`src/rtl/fpu_result_fifo_if.sv`:
```
// Handshake bundle between the fpu multiplier, the result FIFO and its consumer.
// The FIFO side uses the slave modport; the producer/consumer side uses master.
interface fpu_result_fifo_if;
  logic        in_valid;
  logic        in_ready;
  logic [31:0] in_y;
  logic        out_valid;
  logic        out_ready;
  logic [31:0] out_y;
  logic [2:0]  out_class;

  modport slave (
    input  in_valid, in_y, out_ready,
    output in_ready, out_valid, out_y, out_class
  );

  modport master (
    output in_valid, in_y, out_ready,
    input  in_ready, out_valid, out_y, out_class
  );
endinterface

```
`src/rtl/fpu_result_fifo.sv`:
```
// Result FIFO for the binary32 multiplier: classifies each accepted product and keeps sticky flags.
// Define FPU_STATS_EN to build the saturating NaN/inf counters; otherwise nan_cnt/inf_cnt read 0.
module fpu_result_fifo #(
  parameter  int DEPTH = 4,
  parameter  int CNT_W = 16,
  localparam int PTR_W = $clog2(DEPTH),
  localparam int LVL_W = $clog2(DEPTH) + 1
) (
  input  logic             clk,
  input  logic             rst_n,
  fpu_result_fifo_if.slave bus,
  output logic [LVL_W-1:0] level,
  output logic [3:0]       sticky,
  input  logic             clr_sticky,
  output logic [CNT_W-1:0] nan_cnt,
  output logic [CNT_W-1:0] inf_cnt
);

  typedef enum logic [2:0] {
    CLS_ZERO = 3'd0,
    CLS_SUB  = 3'd1,
    CLS_NORM = 3'd2,
    CLS_INF  = 3'd3,
    CLS_QNAN = 3'd4,
    CLS_SNAN = 3'd5
  } fpuClass_e;

  logic [34:0]      r_mem [DEPTH];
  logic [PTR_W-1:0] r_wrPtr;
  logic [PTR_W-1:0] r_rdPtr;
  logic [LVL_W-1:0] r_level;
  logic [3:0]       r_sticky;

  logic             w_full;
  logic             w_empty;
  logic             w_push;
  logic             w_pop;
  logic [7:0]       w_exp;
  logic [22:0]      w_frac;
  fpuClass_e        w_class;
  logic             w_isNan;
  logic             w_isInf;
  logic [3:0]       w_stickySet;
  logic [34:0]      w_head;

  assign w_full  = (r_level == LVL_W'(DEPTH));
  assign w_empty = (r_level == '0);
  assign w_push  = bus.in_valid & ~w_full;
  assign w_pop   = bus.out_ready & ~w_empty;

  assign w_exp  = bus.in_y[30:23];
  assign w_frac = bus.in_y[22:0];

  // Sign bit plays no part; the quiet bit is frac[22].
  always_comb begin
    w_class = CLS_NORM;
    if (w_exp == 8'h00) begin
      w_class = (w_frac == '0) ? CLS_ZERO : CLS_SUB;
    end else if (w_exp == 8'hFF) begin
      if (w_frac == '0)
        w_class = CLS_INF;
      else if (w_frac[22])
        w_class = CLS_QNAN;
      else
        w_class = CLS_SNAN;
    end
  end

  assign w_isNan     = (w_class == CLS_QNAN) || (w_class == CLS_SNAN);
  assign w_isInf     = (w_class == CLS_INF);
  assign w_stickySet = w_push ? {w_isNan, w_isInf, (w_class == CLS_SUB), (w_class == CLS_ZERO)}
                              : 4'b0000;

  always_ff @(posedge clk) begin
    if (w_push)
      r_mem[r_wrPtr] <= {w_class, bus.in_y};
  end

  // Pointers wrap naturally because DEPTH is a power of two.
  always_ff @(posedge clk or negedge rst_n) begin
    if (!rst_n) begin
      r_wrPtr <= '0;
      r_rdPtr <= '0;
      r_level <= '0;
    end else begin
      if (w_push)
        r_wrPtr <= r_wrPtr + PTR_W'(1);
      if (w_pop)
        r_rdPtr <= r_rdPtr + PTR_W'(1);
      case ({w_push, w_pop})
        2'b10:   r_level <= r_level + LVL_W'(1);
        2'b01:   r_level <= r_level - LVL_W'(1);
        default: r_level <= r_level;
      endcase
    end
  end

  always_ff @(posedge clk or negedge rst_n) begin
    if (!rst_n)
      r_sticky <= '0;
    else
      r_sticky <= (clr_sticky ? 4'b0000 : r_sticky) | w_stickySet;
  end

`ifdef FPU_STATS_EN
  logic [CNT_W-1:0] r_nanCnt;
  logic [CNT_W-1:0] r_infCnt;

  always_ff @(posedge clk or negedge rst_n) begin
    if (!rst_n) begin
      r_nanCnt <= '0;
      r_infCnt <= '0;
    end else if (clr_sticky) begin
      r_nanCnt <= '0;
      r_infCnt <= '0;
    end else begin
      if (w_push && w_isNan && (r_nanCnt != '1))
        r_nanCnt <= r_nanCnt + CNT_W'(1);
      if (w_push && w_isInf && (r_infCnt != '1))
        r_infCnt <= r_infCnt + CNT_W'(1);
    end
  end

  assign nan_cnt = r_nanCnt;
  assign inf_cnt = r_infCnt;
`else
  assign nan_cnt = '0;
  assign inf_cnt = '0;
`endif

  assign w_head        = r_mem[r_rdPtr];
  assign bus.in_ready  = ~w_full;
  assign bus.out_valid = ~w_empty;
  assign bus.out_y     = w_empty ? 32'h0 : w_head[31:0];
  assign bus.out_class = w_empty ? 3'd0  : w_head[34:32];
  assign level         = r_level;
  assign sticky        = r_sticky;

endmodule

```
`src/flat_wrapper.sv`:
```
// flat-port wrapper written by rule: the top's interface ports become plain ports
module fpu_result_fifo_flat 
#(
  parameter  int DEPTH = 4,
  parameter  int CNT_W = 16,
  localparam int PTR_W = $clog2(DEPTH),
  localparam int LVL_W = $clog2(DEPTH) + 1
)
  (clk, rst_n, level, sticky, clr_sticky, nan_cnt, inf_cnt, bus_in_valid, bus_in_y, bus_out_ready, bus_in_ready, bus_out_valid, bus_out_y, bus_out_class);
  fpu_result_fifo_if bus_i ();
  input  logic clk;
  input  logic rst_n;
  output logic [LVL_W-1:0] level;
  output logic [3:0] sticky;
  input  logic clr_sticky;
  output logic [CNT_W-1:0] nan_cnt;
  output logic [CNT_W-1:0] inf_cnt;
  input wire logic [$bits(bus_i.in_valid)-1:0] bus_in_valid;
  input wire logic [$bits(bus_i.in_y)-1:0] bus_in_y;
  input wire logic [$bits(bus_i.out_ready)-1:0] bus_out_ready;
  output wire logic [$bits(bus_i.in_ready)-1:0] bus_in_ready;
  output wire logic [$bits(bus_i.out_valid)-1:0] bus_out_valid;
  output wire logic [$bits(bus_i.out_y)-1:0] bus_out_y;
  output wire logic [$bits(bus_i.out_class)-1:0] bus_out_class;
  assign bus_i.in_valid = bus_in_valid;
  assign bus_i.in_y = bus_in_y;
  assign bus_i.out_ready = bus_out_ready;
  assign bus_in_ready = bus_i.in_ready;
  assign bus_out_valid = bus_i.out_valid;
  assign bus_out_y = bus_i.out_y;
  assign bus_out_class = bus_i.out_class;
  fpu_result_fifo #(.DEPTH(DEPTH), .CNT_W(CNT_W)) u_core (.clk(clk), .rst_n(rst_n), .bus(bus_i), .level(level), .sticky(sticky), .clr_sticky(clr_sticky), .nan_cnt(nan_cnt), .inf_cnt(inf_cnt));
endmodule
```
`config.mk`:
```
export PLATFORM = sky130hd
export DESIGN_NAME = fpu_result_fifo_flat
export DESIGN_NICKNAME = d
export VERILOG_FILES = /design/src/rtl/fpu_result_fifo_if.sv /design/src/rtl/fpu_result_fifo.sv /design/src/flat_wrapper.sv
export SDC_FILE = /design/constraint.sdc
export NUM_CORES = 1
export LEC_CHECK = 0
export BUFFER_PORTS_ARGS = -buffer_cell sky130_fd_sc_hd__clkbuf_2
export CAP_MARGIN = 20
export CORE_MARGIN = 2
export CORE_UTILIZATION = 55
export DETAILED_ROUTE_END_ITERATION = 16
export PLACE_DENSITY = 0.81
export SLEW_MARGIN = 25
export SYNTH_ARGS = -nofsm -noshare
export SYNTH_HDL_FRONTEND = slang
export SYNTH_SLANG_ARGS = --single-unit
```
`constraint.sdc`:
```
create_clock -name clk -period 2.7 [get_ports clk]
set_input_delay 0.27 -clock clk [delete_from_list [all_inputs] [get_ports clk]]
set_output_delay 0.27 -clock clk [all_outputs]
set_load 0.02 [all_outputs]
```
==> results.ini <==
[clock_network]
hold_buffers = 1
cts-resized-gates = 0
cts_inserted_buffers = 17
worstSkewPairLatency_ns = 0.41
cts_tree = built
cts_setup_buffers = 0
htree_levels = 4
cts_buffer_depth = 2
root_buffer = clkbuf_16
clk_pin_slew_worst_paths_ns = 0.06
cts_sinks = 151

[power_and_ir_drop]
finalPower_mw = 8.31
p_int_mw = 5.58
vdd_drop_max_uv = 931
p_leak_nw = 2.70
p_switching_mw = 2.73
switching_share_pct = 32.9
power.share.sequential_pct = 39.2
p_clk_share_pct = 25.5
combPwrFrac_pct = 35.3
power_density_mw_per_mm2 = 1140

[setup_path]
max_stage_delay_ns = 0.59
worst_path_max_delay_cell = mux4_1
crit_chain = buf_4, mux4_1, and2_1, clkbuf_2
crit_buf_inv = 2
crit_arrival_ns = 2.13
critPathKind = register to output port
worstPathMaxFanout = 9
end_kind = output port
cp-start-kind = register
critical_path_required_ns = 2.43
crit_family = multiplexers

[yosys]
ys_seq_area_share_pct = 71.5
ys.flop_type = edfxtp_1
syn_inst = 323
postSynthAreaPerCell_sq_um = 19.4
synth-edff-count = 140
synth_cell_types = 36
synth_top_area_share_pct = 67.1
syn_area_sq_mm = 0.00627
yosys.area.top_type = edfxtp_1
synthTopCellsByCount = edfxtp_1, and2_1, buf_4
postSynth.asyncResetShare_pct = 7.28
yosys_warnings = 0
yosysMostFrequentCell = edfxtp_1
ys_ff_latch = 151
synth_area_leaders = edfxtp_1, mux4_2, dfrtp_1, buf_4, and2_1

[final_layout]
fill_cells = 743
fin_nets = 462
instances_no_fill = 572
diodes = 0
seqCellArea_sq_mm = 0.00448
syn2layout_area_growth_pct = 15.9
multi_input_area_sq_mm = 0.00153
drive_gt1_share_pct = 35.9

[floorplan]
die_area_sq_mm = 0.0123
rows = 38
io_pins = 113
die_w_microns = 111
die_h_microns = 111
start_util_pct = 57.1
fp.coreArea_sq_mm = 0.0110

[sta]
slew_violations = 0
max_freq_mhz = 417
setup_viol = 0
fin_setup_tns_ns = 0
worst_slew_pin_slew_ns = 0.531
finalHoldViolCount = 0
hold_ws_ns = 0.0819
rsz0062_at_grt = no
fin_skew_ns = 0.00701
timing.final.crit_share_pct = 88.8
final.min_clock_period_ns = 2.40
max_slew_margin_pct = 64.6

[place]
dp.cells = 539
place_hpwl_microns = 6980
port_buffers = 80
gp_congestion = 0.790

[global_routing]
grt_pass1_wl_microns = 17400
grt_max_degree = 37
antenna_found_initial = 1
grt_usage_pct = 19.1
first_global_vias = 3234
overflow = 0

[drt]
drt-total-wl_microns = 11000
drt_iter0_markers = 162
drt_drc_violations_left = 0
vias = 3139
vias_per_cell = 5.49
drtPass1Iterations = 4
post_drt_wl_per_cell_microns = 19.3
ant_nets = 0

[worst_hold_path]
hp-class = primary input to register

[job]
cap_violations = 0

[status]
status = finished, final reports clean

## worst reg2reg max path: cells and delay by family, from the launching register on
family	cells	cell delay [ns]
buf+inv	3	0.30
flops	1	0.40
simple gates	3	0.64
xor+xnor	2	0.31
fa+ha+maj	2	0.57
## layout make-up
type / count / area share [%]
clock buffers: 18 / 5.91
clock inverters: 14 / 1.53
inverters: 8 / 0.414
multi-input cells: 151 / 21.1
flip-flops and latches: 151 / 61.7
well taps: 140 / 2.41
repair buffers: 90 / 6.93
## path summary, 6_finish.rpt
check,slack [ns],startpoint,cells past startpoint,to
worst max-delay path,0.30,u_core.r_rdPtr[0]$_DFFE_PN0P_,4,bus_out_class[1]
worst min-delay path,0.08,bus_in_y[31],1,u_core.r_mem[1][31]$_DFFE_PP_
worst max register to register,0.40,u_core.level[1]$_DFFE_PN0P_,10,u_core.level[2]$_DFFE_PN0P_
worst min register to register,0.51,u_core.sticky[0]$_DFF_PN0_,2,u_core.sticky[0]$_DFF_PN0_
max in group asynchronous,2.17,rst_n,2,u_core.r_rdPtr[0]$_DFFE_PN0P_
min in group asynchronous,0.28,rst_n,2,u_core.level[0]$_DFFE_PN0P_
## kinds of logic (layout without fill, tap and decap cells)
group	count (synthesis)	count (layout)	synth area share, %
AND/OR/NAND/NOR	64	64	6.13
XOR/XNOR	6	6	0.839
AO/OA/AOI/OAI	6	6	0.799
flip-flops	151	151	71.5
multiplexers	37	37	13.3
adder cells (fa/ha/maj)	6	6	1.32
other	1	32	0.0598
buffers and inverters	52	130	6.03
## per-layer routing
layer / track usage, % / routed length (microns) / share of wire, % / vias to the layer above
li1: - / - / - / 1398
met1: 24.8 / 4690 / 42 / 1614
met2: 31.4 / 5690 / 52 / 115
met3: 5.63 / 568 / 5.1 / 10
met4: 6.58 / 78 / 0.71 / 2
met5: 0 / 13 / 0.12 / -
## power by group through the flow
stage               Combinational [mW]  Clock [mW]  Sequential [mW]
CTS                               2.99        2.15             3.26
global route                      3.16        2.24             3.31
detailed placement                2.97           0             3.31
finish                            2.94        2.12             3.26
floorplan                         2.20           0             3.24
global placement                  2.92           0             3.27
## sequential cells by signal (all words and copies together), names as in the netlist
name / flops
u_core.level: 3
u_core.r_mem: 140
u_core.r_rdPtr: 2
u_core.r_wrPtr: 2
u_core.sticky: 4
## per-stage QoR
stage / cell area (sq um) / setup WS [ns] / util, %
4_1_cts: 7260 / 0.238 / 66.1
5_1_grt: 7260 / 0.195 / 66.1
2_1_floorplan: 6380 / 0.397 / -
6_report: 7260 / 0.301 / 66.1
3_3_place_gp: 6710 / 0.592 / 61.1
3_5_place_dp: 6710 / 0.416 / 61.1
## cells in the final DEF, fill, tap and decap left out, types with 7 or more instances in the layout
cell       count
edfxtp_1     140
mux4_1         7
and2_1        35
clkbuf_16     17
nor4_1         7
clkbuf_2      80
buf_4          7
dfrtp_1       10
conb_1        32
mux4_2        28
inv_1          8
Power figures use the tool's default switching activity.
